===== config.mk =====
export PLATFORM = sky130hd
export DESIGN_NAME = vga_timing_gen
export DESIGN_NICKNAME = d
export VERILOG_FILES = /design/src/rtl/vga_timing_pkg.sv /design/src/rtl/vga_delay_line.sv /design/src/rtl/vga_timing_gen.sv
export SDC_FILE = /design/constraint.sdc
export NUM_CORES = 1
export LEC_CHECK = 0
export BUFFER_PORTS_ARGS = -buffer_cell sky130_fd_sc_hd__buf_4
export CORE_MARGIN = 2
export CORE_UTILIZATION = 40
export DETAILED_ROUTE_END_ITERATION = 8
export PLACE_DENSITY_LB_ADDON = 0.05
export SYNTH_ARGS = -nofsm -noshare
export SYNTH_HDL_FRONTEND = slang
export SYNTH_HIERARCHICAL = 1
export SYNTH_SLANG_ARGS = --single-unit

===== constraint.sdc =====
create_clock -name clk -period 2.8 [get_ports clk]
set_input_delay 0.56 -clock clk [delete_from_list [all_inputs] [get_ports clk]]
set_output_delay 0.56 -clock clk [all_outputs]
set_load 0.01 [all_outputs]

===== src/rtl/vga_timing_pkg.sv =====
// Shared 640x480@60 raster constants and helpers for the VGA timing and pixel paths.
package vga_timing_pkg;

    localparam int unsigned COORD_W     = 10;
    localparam int unsigned FRAME_CNT_W = 8;

    localparam int unsigned VGA_H_ACTIVE = 640;
    localparam int unsigned VGA_H_FP     = 16;
    localparam int unsigned VGA_H_SYNC   = 96;
    localparam int unsigned VGA_H_BP     = 48;
    localparam int unsigned VGA_H_TOTAL  = VGA_H_ACTIVE + VGA_H_FP + VGA_H_SYNC + VGA_H_BP;

    localparam int unsigned VGA_V_ACTIVE = 480;
    localparam int unsigned VGA_V_FP     = 10;
    localparam int unsigned VGA_V_SYNC   = 2;
    localparam int unsigned VGA_V_BP     = 33;
    localparam int unsigned VGA_V_TOTAL  = VGA_V_ACTIVE + VGA_V_FP + VGA_V_SYNC + VGA_V_BP;

    localparam int unsigned VGA_H_SYNC_START = VGA_H_ACTIVE + VGA_H_FP;
    localparam int unsigned VGA_H_SYNC_END   = VGA_H_SYNC_START + VGA_H_SYNC - 1;
    localparam int unsigned VGA_V_SYNC_START = VGA_V_ACTIVE + VGA_V_FP;
    localparam int unsigned VGA_V_SYNC_END   = VGA_V_SYNC_START + VGA_V_SYNC - 1;

    // Inclusive range test of a raster coordinate.
    function automatic logic in_range(input logic [COORD_W-1:0] pos,
                                      input int unsigned lo,
                                      input int unsigned hi);
        return (32'(pos) >= lo) && (32'(pos) <= hi);
    endfunction

endpackage


===== src/rtl/vga_delay_line.sv =====
// Enable-gated shift register with per-stage async reset value; DEPTH=0 is a wire.
module vga_delay_line #(
    parameter int unsigned       WIDTH     = 1,
    parameter int unsigned       DEPTH     = 1,
    parameter logic [WIDTH-1:0]  RESET_VAL = '0
) (
    input  logic             clk,
    input  logic             reset,
    input  logic             en,
    input  logic [WIDTH-1:0] din,
    output logic [WIDTH-1:0] dout
);

    generate
        if (DEPTH == 0) begin : g_bypass
            logic unused_ok;
            assign unused_ok = ^{clk, reset, en};
            assign dout      = din;
        end else begin : g_pipe
            logic [WIDTH-1:0] stage_q [DEPTH];
            logic [WIDTH-1:0] stage_d [DEPTH];

            always_comb begin
                for (int unsigned i = 0; i < DEPTH; i++) begin
                    stage_d[i] = stage_q[i];
                end
                if (en) begin
                    stage_d[0] = din;
                    for (int unsigned i = 1; i < DEPTH; i++) begin
                        stage_d[i] = stage_q[i-1];
                    end
                end
            end

            always_ff @(posedge clk or posedge reset) begin
                if (reset) begin
                    for (int unsigned i = 0; i < DEPTH; i++) begin
                        stage_q[i] <= RESET_VAL;
                    end
                end else begin
                    for (int unsigned i = 0; i < DEPTH; i++) begin
                        stage_q[i] <= stage_d[i];
                    end
                end
            end

            assign dout = stage_q[DEPTH-1];
        end
    endgenerate

endmodule


===== src/rtl/vga_timing_gen.sv =====
// Raster counters, strobes and sync decode; syncs/active re-aligned to the pixel pipeline.
module vga_timing_gen
    import vga_timing_pkg::*;
#(
    parameter int unsigned H_ACTIVE   = VGA_H_ACTIVE,
    parameter int unsigned H_FP       = VGA_H_FP,
    parameter int unsigned H_SYNC     = VGA_H_SYNC,
    parameter int unsigned H_BP       = VGA_H_BP,
    parameter int unsigned V_ACTIVE   = VGA_V_ACTIVE,
    parameter int unsigned V_FP       = VGA_V_FP,
    parameter int unsigned V_SYNC     = VGA_V_SYNC,
    parameter int unsigned V_BP       = VGA_V_BP,
    parameter logic        SYNC_POL   = 1'b0,
    parameter int unsigned PIPE_DELAY = 2
) (
    input  logic                   clk,
    input  logic                   reset,
    input  logic                   en,
    output logic [COORD_W-1:0]     hpos,
    output logic [COORD_W-1:0]     vpos,
    output logic                   active,
    output logic                   line_start,
    output logic                   frame_start,
    output logic [FRAME_CNT_W-1:0] frame_count,
    output logic                   vga_h_sync,
    output logic                   vga_v_sync,
    output logic                   active_d
);

    localparam int unsigned H_TOTAL  = H_ACTIVE + H_FP + H_SYNC + H_BP;
    localparam int unsigned V_TOTAL  = V_ACTIVE + V_FP + V_SYNC + V_BP;
    localparam int unsigned HS_START = H_ACTIVE + H_FP;
    localparam int unsigned HS_END   = HS_START + H_SYNC - 1;
    localparam int unsigned VS_START = V_ACTIVE + V_FP;
    localparam int unsigned VS_END   = VS_START + V_SYNC - 1;

    localparam logic       SYNC_OFF  = ~SYNC_POL;
    localparam logic [2:0] DLY_RESET = {SYNC_OFF, SYNC_OFF, 1'b0};

    logic [COORD_W-1:0]     hpos_q, hpos_d;
    logic [COORD_W-1:0]     vpos_q, vpos_d;
    logic [FRAME_CNT_W-1:0] fcnt_q, fcnt_d;
    logic                   act_q, act_d;
    logic                   lstart_q, lstart_d;
    logic                   fstart_q, fstart_d;
    logic                   hsync_q, hsync_d;
    logic                   vsync_q, vsync_d;
    logic [2:0]             dly_out;

    // Counters advance on enable; all decodes come from the next counts so the
    // registered flags describe the coordinates shown alongside them.
    always_comb begin
        hpos_d = hpos_q;
        vpos_d = vpos_q;
        fcnt_d = fcnt_q;
        if (en) begin
            if (hpos_q == COORD_W'(H_TOTAL - 1)) begin
                hpos_d = '0;
                if (vpos_q == COORD_W'(V_TOTAL - 1)) begin
                    vpos_d = '0;
                    fcnt_d = fcnt_q + FRAME_CNT_W'(1);
                end else begin
                    vpos_d = vpos_q + COORD_W'(1);
                end
            end else begin
                hpos_d = hpos_q + COORD_W'(1);
            end
        end
        act_d    = (hpos_d < COORD_W'(H_ACTIVE)) && (vpos_d < COORD_W'(V_ACTIVE));
        lstart_d = (hpos_d == '0);
        fstart_d = lstart_d && (vpos_d == '0);
        hsync_d  = in_range(hpos_d, HS_START, HS_END) ? SYNC_POL : SYNC_OFF;
        vsync_d  = in_range(vpos_d, VS_START, VS_END) ? SYNC_POL : SYNC_OFF;
    end

    always_ff @(posedge clk or posedge reset) begin
        if (reset) begin
            hpos_q   <= '0;
            vpos_q   <= '0;
            fcnt_q   <= '0;
            act_q    <= 1'b1;
            lstart_q <= 1'b1;
            fstart_q <= 1'b1;
            hsync_q  <= SYNC_OFF;
            vsync_q  <= SYNC_OFF;
        end else begin
            hpos_q   <= hpos_d;
            vpos_q   <= vpos_d;
            fcnt_q   <= fcnt_d;
            act_q    <= act_d;
            lstart_q <= lstart_d;
            fstart_q <= fstart_d;
            hsync_q  <= hsync_d;
            vsync_q  <= vsync_d;
        end
    end

    vga_delay_line #(
        .WIDTH     (3),
        .DEPTH     (PIPE_DELAY),
        .RESET_VAL (DLY_RESET)
    ) u_dly (
        .clk   (clk),
        .reset (reset),
        .en    (en),
        .din   ({vsync_q, hsync_q, act_q}),
        .dout  (dly_out)
    );

    assign hpos        = hpos_q;
    assign vpos        = vpos_q;
    assign frame_count = fcnt_q;
    assign active      = act_q;
    assign line_start  = lstart_q;
    assign frame_start = fstart_q;
    assign {vga_v_sync, vga_h_sync, active_d} = dly_out;

endmodule


==> results.rst <==
.. list-table::
   :header-rows: 1

   * - Metric
     - Value
   * - First-pass GRT wire length
     - 7.87 mm
   * - Crit path setup slack, layout
     - 0.378 ns
   * - Most frequently used cell type in the post-synthesis netlist
     - sky130_fd_sc_hd__dfrtp_1
   * - Vias in the first global route
     - 1574
   * - Number of max-slew violations in the final report
     - 0
   * - Net count after synthesis
     - 226
   * - Net count of the finished layout
     - 266
   * - Height of the die
     - 78.1 um
   * - Total of max-cap violations
     - 0
   * - Count of final hold-check violations
     - 0
   * - Die Width
     - 78.1 um
   * - Reg power frac
     - 39.4%
   * - Initial cell density of the core
     - a little over two fifths
   * - Clock slew seen by the registers of the worst setup and hold paths
     - 0.08 ns
   * - H-tree lvl count
     - 2
   * - Required arrival time at the worst endpoint
     - roughly 3.0 ns
   * - Cell at the root of the clock tree
     - sky130_fd_sc_hd__clkbuf_8
   * - GR Util All Layers
     - 16.1%
   * - Share of async-settable or async-resettable flops after synthesis
     - 100%
   * - Core Region
     - 0.00520 sq mm
   * - Die Outline Area
     - 0.00610 sq mm
   * - Netlist area before placement
     - 0.00220 sq mm
   * - Number of primary I/O pins
     - 37
   * - Count of flip-flops with a built-in enable after synthesis
     - 0
   * - Post-CTS setup-driven buffer insertion count
     - 0
   * - Detailed Route Iter0 Violations
     - 85
   * - Clock latency reported for the late side of the worst-skew pair
     - 0.29 ns
   * - Wire length per cell after detailed routing
     - 14.1 um
   * - Setup repair after global routing missed its margin
     - false
   * - Total iterations of the first detailed-routing run
     - 4
   * - Power density cells
     - 640 mW/mm^2
   * - Cells after synthesis
     - 219
   * - Peak VDD IR
     - 451 uV
   * - Met1 track demand over resource
     - 24.2%
   * - Crit start category
     - register
   * - Net switching power
     - 0.000523 W
   * - Run status
     - finished, final reports clean
   * - Endpoint arrival time on the critical path
     - 2.63 ns
   * - Diode insertion count for antenna repair
     - 0
   * - CTS tree
     - built
   * - Total negative setup slack
     - 0 ns
   * - Sinks on Clock Net
     - 39
   * - Antenna violations before repair
     - 0
   * - Fraction of power consumed by the clock network
     - 32.4%
   * - Main flop type after synthesis
     - sky130_fd_sc_hd__dfrtp_1
   * - Final estimated routing congestion in global placement
     - about 0.80
   * - Warnings, synthesis
     - 6
   * - Quantity of I/O buffers inserted on ports
     - 36
   * - Routed Wire Length
     - 4.67 mm
   * - Sequential area share after synthesis
     - ~45%
   * - Sum of internal, switching and leakage power
     - about 0.0017 W
   * - Number of synthesized register bits
     - 39
   * - Area leader, netlist
     - sky130_fd_sc_hd__dfrtp_1
   * - Global Route met3 Usage
     - 3.45%
   * - Slew headroom
     - approximately two thirds
   * - Logic gate share of total power
     - 28.1%
   * - Cell types with the largest area share after synthesis
     - sky130_fd_sc_hd__dfrtp_1, sky130_fd_sc_hd__dfstp_2, sky130_fd_sc_hd__xnor2_1
   * - Post-route DRC
     - 0
   * - Standard-cell row count
     - 26
   * - Fraction of the cycle the final worst path needs
     - 86.5%
   * - Master of the slowest instance on the critical path
     - sky130_fd_sc_hd__or4_4
   * - Vias per cell
     - 5.24
   * - Worst setup skew after layout
     - 0.00570 ns
   * - Longest individual stage delay on the worst path
     - 0.55 ns
   * - Aggregate global routing overflow
     - 0
   * - Max frequency
     - 413 MHz
   * - Count of vias placed by the detailed router
     - around 1700
   * - Leakage component of the power
     - 1.27 nW
   * - Maximum fanout along the worst path
     - 8
   * - Setup-violating endpoint count in the final report
     - 0
   * - Place WS
     - 0.197 ns
   * - Average footprint of a synthesized cell
     - 10.0 sq um
   * - Class of the most critical setup path
     - register to register
   * - Unique masters post-synth
     - 48
   * - Maximum count of clock buffers along a single path
     - 2
   * - Leading post-synthesis cells by instance count
     - sky130_fd_sc_hd__dfrtp_1, sky130_fd_sc_hd__nand2_1, sky130_fd_sc_hd__nor2_1
   * - Transition time of the tightest slew-check pin
     - 0.484 ns
   * - Share of cells above drive strength 1
     - 32.3%
   * - Placed wire-length estimate
     - ~3.4 mm
   * - Layout area overhead
     - 22.3%
   * - Classification of the worst-slack hold path
     - primary input to async pin
   * - CTS resizes
     - 0
   * - Quantity of hold-fixing buffers added after cts
     - 0
   * - Crit path cell chain
     - or4_4 -> nor4_4 -> o21ai_2 -> a221o_1 -> or4_1
   * - Portion of synthesized cell area occupied by the leading cell type
     - 34.2%
   * - Gr busiest metal
     - met1
   * - Fraction of power spent switching nets
     - 30.4%
   * - GR met2 Demand/Resource
     - 23.9%
   * - Worst setup EP type
     - register
   * - Internal Dissipation
     - 0.00120 W
   * - Total clock buffers created by CTS
     - 5
   * - Post-DRT Antenna Nets
     - 0
   * - Final critical-path required period
     - 2.42 ns
   * - Largest net degree at the start of global routing
     - 34
-- final cells by class --
class	instances	area, sq um
clock inverters	2	60.1
clock buffers	6	72.6
well taps	70	87.6
inverters	7	26.3
repair buffers	51	383
fillers	513	2520
flip-flops and latches	39	987
multi-input cells	155	1070
-- cell families (layout without fill, tap and decap cells) --
logic type / count (synthesis) / in the layout / share of synthesized area, %
fa+ha+maj: 4 / 4 / 2.28
buf+inv: 25 / 66 / 6.38
xor+xnor: 20 / 20 / 7.97
mux: 9 / 9 / 5.58
compound gates: 33 / 33 / 10.3
simple gates: 89 / 89 / 22.6
flops: 39 / 39 / 44.9
-- path summary, 6_finish.rpt --
path / from / to / slack (ns) / cells past startpoint
max: vpos[5] / vsync_q / 0.38 / 5
max reg2reg: vpos[5] / vsync_q / 0.38 / 5
min in group clk: frame_count[7] / frame_count[7] / 0.48 / 1
min: reset / u_dly/dout[0] / 0.18 / 2
max in group asynchronous: reset / line_start / 2.09 / 3
min reg2reg: frame_count[7] / frame_count[7] / 0.48 / 1
-- power by group through the flow --
stage	registers [W]	clock network, W	logic (W)
after floorplan	0.000700	0	0.000280
after global placement	0.000690	0	0.000483
after detailed placement	0.000689	0	0.000481
after CTS	0.000679	0.000569	0.000482
after global routing	0.000692	0.000603	0.000529
final	0.000678	0.000558	0.000484
-- routing by layer --
| layer | part of all wire, % | wire (um) |
|---|---|---|
| met1 | 50 | 2360 |
| met2 | 44 | 2040 |
| met3 | 5.1 | 237 |
| met4 | 0.73 | 34 |
| met5 | 0 | 0 |
-- worst max-delay path: cells and delay by family, from the launching register on --
kind,cells,cell delay [ns]
AOI/OAI and AO/OA,2,0.47
DFF,1,0.38
and+or+nand+nor,3,1.48
-- flip-flops by register name (all words and copies together) (netlist names) --
register,count
frame_count,8
vpos,10
hsync_q,1
u_dly/g_pipe.stage_q,3
line_start,1
frame_start,1
hpos,10
vsync_q,1
u_dly/dout,3
active,1
-- placed cells by master, fill, tap and decap left out, types with 9 or more instances in the layout --
cell type | netlist | layout
sky130_fd_sc_hd__nand3_1 | 14 | 14
sky130_fd_sc_hd__nand2_1 | 19 | 19
sky130_fd_sc_hd__nand4_1 | 9 | 9
sky130_fd_sc_hd__dfrtp_1 | 30 | 30
sky130_fd_sc_hd__nor3_1 | 10 | 10
sky130_fd_sc_hd__dfstp_2 | 9 | 9
sky130_fd_sc_hd__xnor2_1 | 13 | 13
sky130_fd_sc_hd__nor2_1 | 16 | 16
sky130_fd_sc_hd__buf_4 | 4 | 51
-- per-stage QoR --
step           instance area (sq um)  util, %  hold WS, ns  std cells
2_1_floorplan                   2200        -        0.348        219
3_3_place_gp                    2550     49.1        0.464        322
3_5_place_dp                    2550     49.1        0.474        322
4_1_cts                         2690     51.6        0.181        330
5_1_grt                         2690     51.6        0.184        330
6_report                        2690     51.6        0.180        330
(Power assumes the default switching activity.)
